## config.mk

```make
export PLATFORM = sky130hd
export DESIGN_NAME = key_debounce
export DESIGN_NICKNAME = d
export VERILOG_FILES = /design/src/rtl/key_debounce.sv
export SDC_FILE = /design/constraint.sdc
export NUM_CORES = 1
export LEC_CHECK = 0
export BUFFER_PORTS_ARGS = -buffer_cell sky130_fd_sc_hd__buf_4
export CAP_MARGIN = 10
export CORE_UTILIZATION = 50
export CTS_CLUSTER_SIZE = 10
export DETAILED_ROUTE_END_ITERATION = 6
export GPL_TIMING_DRIVEN = 0
export PLACE_DENSITY = 0.68
export RECOVER_POWER = 50
export SLEW_MARGIN = 20
export SYNTH_ARGS = -nofsm -noshare
export SYNTH_HDL_FRONTEND = slang
export SYNTH_SLANG_ARGS = --single-unit
```

## constraint.sdc

```tcl
create_clock -name CLOCK_50 -period 2.2 [get_ports CLOCK_50]
set_input_delay 0.11 -clock CLOCK_50 [delete_from_list [all_inputs] [get_ports CLOCK_50]]
set_output_delay 0.11 -clock CLOCK_50 [all_outputs]
set_load 0.01 [all_outputs]
```

## src/rtl/key_debounce.sv

```systemverilog
// key_debounce: synchronise, debounce and strobe active-low push buttons
// Optional auto-repeat is built when KEY_AUTOREPEAT_EN is defined.
// Ports:
//   CLOCK_50  in   system clock, rising edge
//   RST_N     in   asynchronous active-low reset
//   KEY       in   raw active-low keys (0 = pressed)
//   BTN_LEVEL out  debounced state per key, 1 = pressed
//   BTN_PULSE out  one-cycle press strobe per key
module key_debounce #(
  parameter int NKEY = 3,
  parameter int TICK_DIV = 1000000,
  parameter int STABLE_N = 2
`ifdef KEY_AUTOREPEAT_EN
  ,
  parameter int REPEAT_DELAY = 25,
  parameter int REPEAT_RATE = 5
`endif
) (
  input  logic            CLOCK_50,
  input  logic            RST_N,
  input  logic [NKEY-1:0] KEY,
  output logic [NKEY-1:0] BTN_LEVEL,
  output logic [NKEY-1:0] BTN_PULSE
);
  localparam int TW = $clog2(TICK_DIV);
  localparam int SW = $clog2(STABLE_N + 1);
  logic [TW-1:0] tick_cnt;
  logic tick;
  logic [NKEY-1:0] sync_1, sync_2, pressed;
  assign tick = tick_cnt == TW'(TICK_DIV - 1);
  assign pressed = ~sync_2;
  // Synchronisers reset to the released level so no false press follows reset.
  always_ff @(posedge CLOCK_50 or negedge RST_N)
    if (!RST_N) begin
      tick_cnt <= '0;
      sync_1 <= '1;
      sync_2 <= '1;
    end else begin
      tick_cnt <= tick ? '0 : tick_cnt + 1'b1;
      sync_1 <= KEY;
      sync_2 <= sync_1;
    end
  for (genvar i = 0; i < NKEY; i++) begin : g_key
    logic [SW-1:0] stab_cnt;
    logic level, pulse, differ, flip, rep_hit;
    assign differ = pressed[i] ^ level;
    // The last disagreeing sample of a run toggles the level on this tick.
    assign flip = tick & differ & (stab_cnt == SW'(STABLE_N - 1));
    always_ff @(posedge CLOCK_50 or negedge RST_N)
      if (!RST_N) begin
        stab_cnt <= '0;
        level <= 1'b0;
        pulse <= 1'b0;
      end else begin
        if (tick) stab_cnt <= (differ && !flip) ? stab_cnt + 1'b1 : '0;
        if (flip) level <= ~level;
        pulse <= (flip & ~level) | rep_hit;
      end
`ifdef KEY_AUTOREPEAT_EN
    localparam int RMAX = REPEAT_DELAY > REPEAT_RATE ? REPEAT_DELAY : REPEAT_RATE;
    localparam int RW = $clog2(RMAX + 1);
    logic [RW-1:0] rep_cnt;
    // After the first repeat, reload so later repeats come every REPEAT_RATE ticks.
    assign rep_hit = tick & level & ~flip & (rep_cnt == RW'(REPEAT_DELAY - 1));
    always_ff @(posedge CLOCK_50 or negedge RST_N)
      if (!RST_N) rep_cnt <= '0;
      else if (!level) rep_cnt <= '0;
      else if (tick) rep_cnt <= rep_hit ? RW'(REPEAT_DELAY - REPEAT_RATE) : rep_cnt + 1'b1;
`else
    assign rep_hit = 1'b0;
`endif
    assign BTN_LEVEL[i] = level;
    assign BTN_PULSE[i] = pulse;
  end
endmodule

```

# --- After elaboration in Yosys (flattened, before gate mapping) ---
# Cells that the tools add are included.
word_totals:
  regBits: 38
  latchBits: 0
  mem_bits_rw: 0
  rom_bits: 0
  in_bits: 5
  output_inout_bits: 6
  elab_cells: 46
  memories: 0
op_classes:
  n_addsub: 4
  mul: 0
  div: 0
  order_cmp: 0
  n_eq_ne: 4
  n_shift: 0
  n_mux: 4
  n_bitwise: 16
  n_reduce_logical: 6
op_table:
  columns: ["operator", "n"]
  rows:
  - ["adder 20 x 1 -> 20 bit (second input constant)", 1]
  - ["== test 20 bit (second input constant)", 1]
  - ["2-to-1 mux 20 bit", 1]
  - ["AND 1 bit", 9]
  - ["adder 2 x 1 -> 2 bit (second input constant)", 3]
  - ["== test 2 x 1 -> 1 bit (second input constant)", 3]
  - ["2-to-1 mux 2 bit", 3]
  - ["logical AND 1 bit", 3]
  - ["logical NOT 1 bit", 3]
  - ["NOT 1 bit", 3]
  - ["NOT 3 bit", 1]
  - ["bitwise XOR 1 bit", 3]

# --- Logic depth before layout (Yosys ltp) ---
logic_depth:
  ltp_word: 7
  depth_mapped: 7
  mapped_depth_nobuf: 6

# --- Least setup slack after synthesis ---
# Ideal clock, no wire load.
synth_path:
  path_kind: "reg2reg"
  from: "register tick_cnt[0]"
  to: "register g_key[0].stab_cnt[0]"
  setup_ps: 125
  arrival_time_ps: 1924
  required_time_ps: 2075
  slack_ps: 152
  path_stages_with_launch: 8
  path_buffers: 2
  synth_period_minus_slack_ps: 2048
  path_cell_list: "dfrtp_1 -> ha_1 -> clkbuf_1 -> inv_1 -> or3_1 -> nor2_1 -> buf_2 -> mux2_2"
synth_via:
  elab_chain_cells: 6
synth_rtl:
  columns: ["element", "line_no", "rtl"]
  rows:
  - ["start: declaration", "27", "logic [TW-1:0] tick_cnt;"]
  - ["start signal: assignment", "39", "tick_cnt <= tick ? '0 : tick_cnt + 1'b1;"]
  - ["== test 20 bit (*)", "30", "assign tick = tick_cnt == TW'(TICK_DIV - 1);"]
  - ["AND 1 bit (2 in a row)", "48", "assign flip = tick & differ & (stab_cnt == SW'(STABLE_N - 1));"]
  - ["logical NOT 1 bit", "55", "if (tick) stab_cnt <= (differ && !flip) ? stab_cnt + 1'b1 : '0;"]
  - ["logical AND 1 bit", "55", null]
  - ["2-to-1 mux 2 bit", "55", null]
  - ["end signal: assignment", "55", null]
  - ["end: declaration", "44", "logic [SW-1:0] stab_cnt;"]
# Mark *: on every way between the ends. The rest lies on a longest branch, timed or not.
# A chain may end at the register's enable or synchronous reset.

# --- Worst setup path in the final report ---
layout_path:
  from: "register tick_cnt[0]"
  to: "register g_key[2].stab_cnt[0]"
layout_via:
  elab_chain_cells: 6
layout_rtl:
  columns: ["element", "line_no"]
  rows:
  - ["== test 20 bit (*)", "30"]
  - ["AND 1 bit (2 in a row)", "48"]
  - ["logical NOT 1 bit", "55"]
  - ["logical AND 1 bit", "55"]
  - ["2-to-1 mux 2 bit", "55"]
  - ["end signal: assignment", "55"]
  - ["end: declaration", "44"]
# Marks and branches as above.

==> flow_results.xml <==
<?xml version="1.0" encoding="UTF-8"?>
<metrics>
  <group name="floorplanning">
    <metric name="die_wd" unit="um">62.0</metric>
    <metric name="initial_core_util" unit="">0.532</metric>
    <metric name="standard_cell_rows" unit="">21</metric>
    <metric name="floorplan_core_area" unit="um^2">3390</metric>
    <metric name="die_area" unit="um^2">3850</metric>
    <metric name="top_level_ports" unit="">11</metric>
    <metric name="die_y" unit="um">62.0</metric>
  </group>
  <group name="synthesis">
    <metric name="fraction_of_synthesis_flops_using_an_asynchronous_set_or_reset_pin" unit="">1.00</metric>
    <metric name="synthCells" unit="">166</metric>
    <metric name="synth.top_cells.by_count" unit="">dfrtp_1, nor2_1, xnor2_1</metric>
    <metric name="number_of_synthesized_flops_with_an_enable_pin" unit="">0</metric>
    <metric name="syn_avg_cell_area" unit="um^2">10.9</metric>
    <metric name="synth_compound_area_frac" unit="">0.0257</metric>
    <metric name="synth_fa_ha_area_frac" unit="">0.0278</metric>
    <metric name="synth_xor_area_frac" unit="">0.0826</metric>
    <metric name="synthFlopType" unit="">dfrtp_1</metric>
    <metric name="netlist-cell-type-count" unit="">32</metric>
    <metric name="synth.largest_area_cell" unit="">dfrtp_1</metric>
    <metric name="dominant_combinational_cell_family_by_area_after_synthesis" unit="">simple AND/OR/NAND/NOR gates</metric>
    <metric name="yosysWarningCount" unit="">0</metric>
    <metric name="synth_sequential_area_ratio" unit="">0.532</metric>
    <metric name="post_synth_and_or_nand_nor_area_fraction" unit="">0.228</metric>
    <metric name="synth_top_area_frac" unit="">0.444</metric>
    <metric name="post-synth-top-count-cell" unit="">dfrtp_1</metric>
    <metric name="syn_area" unit="um^2">1800</metric>
    <metric name="synth_top_cells_by_area" unit="">dfrtp_1, dfstp_2, xnor2_1</metric>
    <metric name="synthesis.nets" unit="">175</metric>
    <metric name="synth-seq-cells" unit="">38</metric>
    <metric name="synthMuxAreaShare" unit="">0.0410</metric>
  </group>
  <group name="power_and_ir_drop">
    <metric name="peakVddDrop" unit="uV">294</metric>
    <metric name="static-leakage-power" unit="nW">0.847</metric>
    <metric name="p_per_area" unit="nW/um^2">546</metric>
  </group>
  <group name="global_routing">
    <metric name="overflow" unit="">0</metric>
    <metric name="antenna_found_initial" unit="">0</metric>
    <metric name="first_global_vias" unit="">1212</metric>
    <metric name="grt.total_usage" unit="">0.194</metric>
    <metric name="grt_max_degree" unit="">39</metric>
    <metric name="wire_length_of_the_first_global_routing_pass" unit="mm">5.17</metric>
  </group>
  <group name="worst_setup_path">
    <metric name="worstSetupEndpointType" unit="">flip-flop</metric>
    <metric name="worst-endpoint-arrival" unit="ns">2.33</metric>
    <metric name="start_kind" unit="">flip-flop</metric>
    <metric name="crit_end" unit="">g_key[2].stab_cnt[0]$_DFFE_PN0N_</metric>
    <metric name="crit_path_cell_trace" unit="">ha_4 -&gt; inv_1 -&gt; or3_1 -&gt; nor2_1 -&gt; clkbuf_4 -&gt; mux2_2</metric>
    <metric name="timing.critical_path.fanout_max" unit="">10</metric>
    <metric name="critPathRequiredTime" unit="ns">2.44</metric>
    <metric name="crit_path_slowest_cell" unit="">dfrtp_1</metric>
    <metric name="rr_endpoint" unit="">g_key[2].stab_cnt[0]$_DFFE_PN0N_</metric>
    <metric name="reg2reg_setup_slack" unit="ns">0.11</metric>
    <metric name="r2r_start" unit="">tick_cnt[0]$_DFF_PN0_</metric>
    <metric name="cp-startpoint" unit="">tick_cnt[0]$_DFF_PN0_</metric>
    <metric name="worst_path_largest_cell_delay" unit="ns">0.47</metric>
    <metric name="r2r.worst_path.cells" unit="">6</metric>
    <metric name="worstSetupPathType" unit="">flip-flop to flip-flop</metric>
  </group>
  <group name="cells_and_area">
    <metric name="n_fill_cell" unit="">285</metric>
    <metric name="final_nets" unit="">195</metric>
    <metric name="flow.area_growth_from_synthesis" unit="%">13.4</metric>
    <metric name="drive_above_1_share" unit="">0.219</metric>
    <metric name="antennaDiodeCount" unit="">0</metric>
    <metric name="finish.utilization" unit="">0.603</metric>
    <metric name="final_design_area_no_fill" unit="um^2">2040</metric>
  </group>
  <group name="timing">
    <metric name="final_period_minus_worst_setup_slack" unit="ns">2.09</metric>
    <metric name="holdWs" unit="ns">0.363</metric>
    <metric name="worst_slew_pin_slew" unit="ns">0.904</metric>
    <metric name="fmax" unit="GHz">0.479</metric>
    <metric name="timing.final.setup_violations" unit="">0</metric>
    <metric name="finalCritPeriodShare" unit="">0.949</metric>
    <metric name="skew" unit="ns">0.0135</metric>
    <metric name="slew_headroom" unit="">0.397</metric>
    <metric name="hold_vio_cnt_final" unit="">0</metric>
    <metric name="finalMaxSlewViolations" unit="">0</metric>
  </group>
  <group name="drt">
    <metric name="route.detailed.drc" unit="">0</metric>
    <metric name="routed_vias_inst" unit="">5.44</metric>
    <metric name="postRouteWirelength" unit="mm">3.17</metric>
    <metric name="detailedRoute.firstPassIterationCount" unit="">5</metric>
    <metric name="wire_per_inst" unit="um">13.6</metric>
    <metric name="antenna_violating_nets_post_route" unit="">0</metric>
    <metric name="num_vias" unit="">1268</metric>
    <metric name="iter_0_drt_violations" unit="">52</metric>
  </group>
  <group name="placement">
    <metric name="numPortBuffers" unit="">10</metric>
    <metric name="postPlaceCellArea" unit="um^2">1930</metric>
    <metric name="gp_congestion" unit="">0.796</metric>
    <metric name="post-dp-hpwl" unit="mm">2.23</metric>
  </group>
  <group name="clock_tree">
    <metric name="cts_post_setup_buffers_inserted" unit="">0</metric>
    <metric name="insertion_delay_of_the_later_clocked_pin_in_the_worst_skew_pair" unit="ns">0.35</metric>
    <metric name="htree_num_levels" unit="">2</metric>
    <metric name="cts_inserted_buffers" unit="">5</metric>
    <metric name="tritoncts_num_sinks" unit="">38</metric>
    <metric name="clkSlewWorstSetupHoldPaths" unit="ns">0.11</metric>
    <metric name="ctsLongestPathBuffers" unit="">2</metric>
    <metric name="cts_tree" unit="">yes</metric>
    <metric name="ctsRootBufferMaster" unit="">clkbuf_4</metric>
  </group>
  <group name="run">
    <metric name="maximum_capacitance_violations" unit="">0</metric>
  </group>
  <group name="hold_path">
    <metric name="hold_class" unit="">flip-flop to flip-flop</metric>
  </group>
  <group name="status">
    <metric name="outcome" unit="">completed</metric>
  </group>
</metrics>
==> registers in the layout (all words and copies together), names as in the netlist <==
signal / count
g_key.level: 3
g_key.pulse: 3
g_key.stab_cnt: 6
sync_1: 3
sync_2: 3
tick_cnt: 20
==> timing repair <==
item                       in CTS  in global routing
resized for setup               1                  2
setup endpoints to repair       2                  2
hold buffers                    4                  0
hold endpoints to repair       35                  0
==> how the worst min path moves through the flow <==
stage,startpoint,slack [ns],cells past startpoint,end
2_1_floorplan,RST_N,-0.19,0,g_key[0].level$_DFFE_PN0P_
3_3_place_gp,RST_N,0.09,1,g_key[0].pulse$_DFF_PN0_
3_5_place_dp,RST_N,0.1,1,g_key[0].level$_DFFE_PN0P_
4_1_cts,RST_N,0.25,2,g_key[0].level$_DFFE_PN0P_
5_1_grt,sync_1[0]$_DFF_PN1_,0.37,0,sync_2[0]$_DFF_PN1_
6_report,sync_1[2]$_DFF_PN1_,0.36,0,sync_2[2]$_DFF_PN1_
==> power by group <==
group | leakage [nW] | internal, mW | switching (mW) | total [mW]
Clock | 0.0353 | 0.155 | 0.221 | 0.376
Combinational | 0.316 | 0.0114 | 0.0171 | 0.0285
Sequential | 0.496 | 0.708 | 0.00388 | 0.712
Total | 0.847 | 0.875 | 0.242 | 1.12
==> cells in the final DEF (no fill, tap or decap), types with 5 or more instances in the layout <==
cell type,instances
dfrtp_1,32
nand3_1,7
o21ai_0,6
nand4_1,8
xnor2_1,13
clkbuf_4,9
dfstp_2,6
inv_1,11
buf_4,12
nand2_1,10
or4_1,5
nor4_1,7
nor2_1,14
==> worst max-delay path: cells and delay by family, from the launching register on <==
kind / cells / cell delay [ns]
buffers and inverters: 2 / 0.32
and+or+nand+nor: 2 / 0.63
muxes: 1 / 0.35
adders and majority gates: 1 / 0.21
DFF: 1 / 0.47
==> stage by stage <==
stage | setup TNS (ns) | total power, mW | cells | setup WS (ns)
6_report | 0 | 1.12 | 233 | 0.112
5_1_grt | -0.00795 | 1.16 | 233 | -0.00795
4_1_cts | 0 | 1.13 | 233 | 0.0518
3_5_place_dp | -0.236 | 0.750 | 222 | -0.121
3_3_place_gp | -0.215 | 0.749 | 222 | -0.108
2_1_floorplan | 0 | 0.730 | 166 | 0.152
==> layout make-up <==
type / instances / area [um^2] / share of cell area
multi-input cells: 106 / 742 / 0.363
flip-flops and latches: 38 / 958 / 0.469
repair buffers: 14 / 113 / 0.0551
well taps: 46 / 57.6 / 0.0282
clock buffers: 7 / 55.1 / 0.0269
clock inverters: 1 / 5.00 / 0.00245
plain buffers: 10 / 71.3 / 0.0349
inverters: 11 / 41.3 / 0.0202
==> metal layers <==
metal / global-route usage / wire, um / vias up
met5: 0 / 0 / -
met1: 0.226 / 1360 / 623
li1: - / - / 616
met4: 0.105 / 21 / 0
met2: 0.327 / 1670 / 27
met3: 0.0497 / 125 / 2
==> logic make-up after synthesis <==
group,Yosys count
AOI/OAI and AO/OA,9
xor gates and xnor gates,17
adders and majority gates,4
buffers and inverters,22
DFF,38
muxes,7
and+or+nand+nor,69
Note: power is estimated with default switching activity, not from simulation.
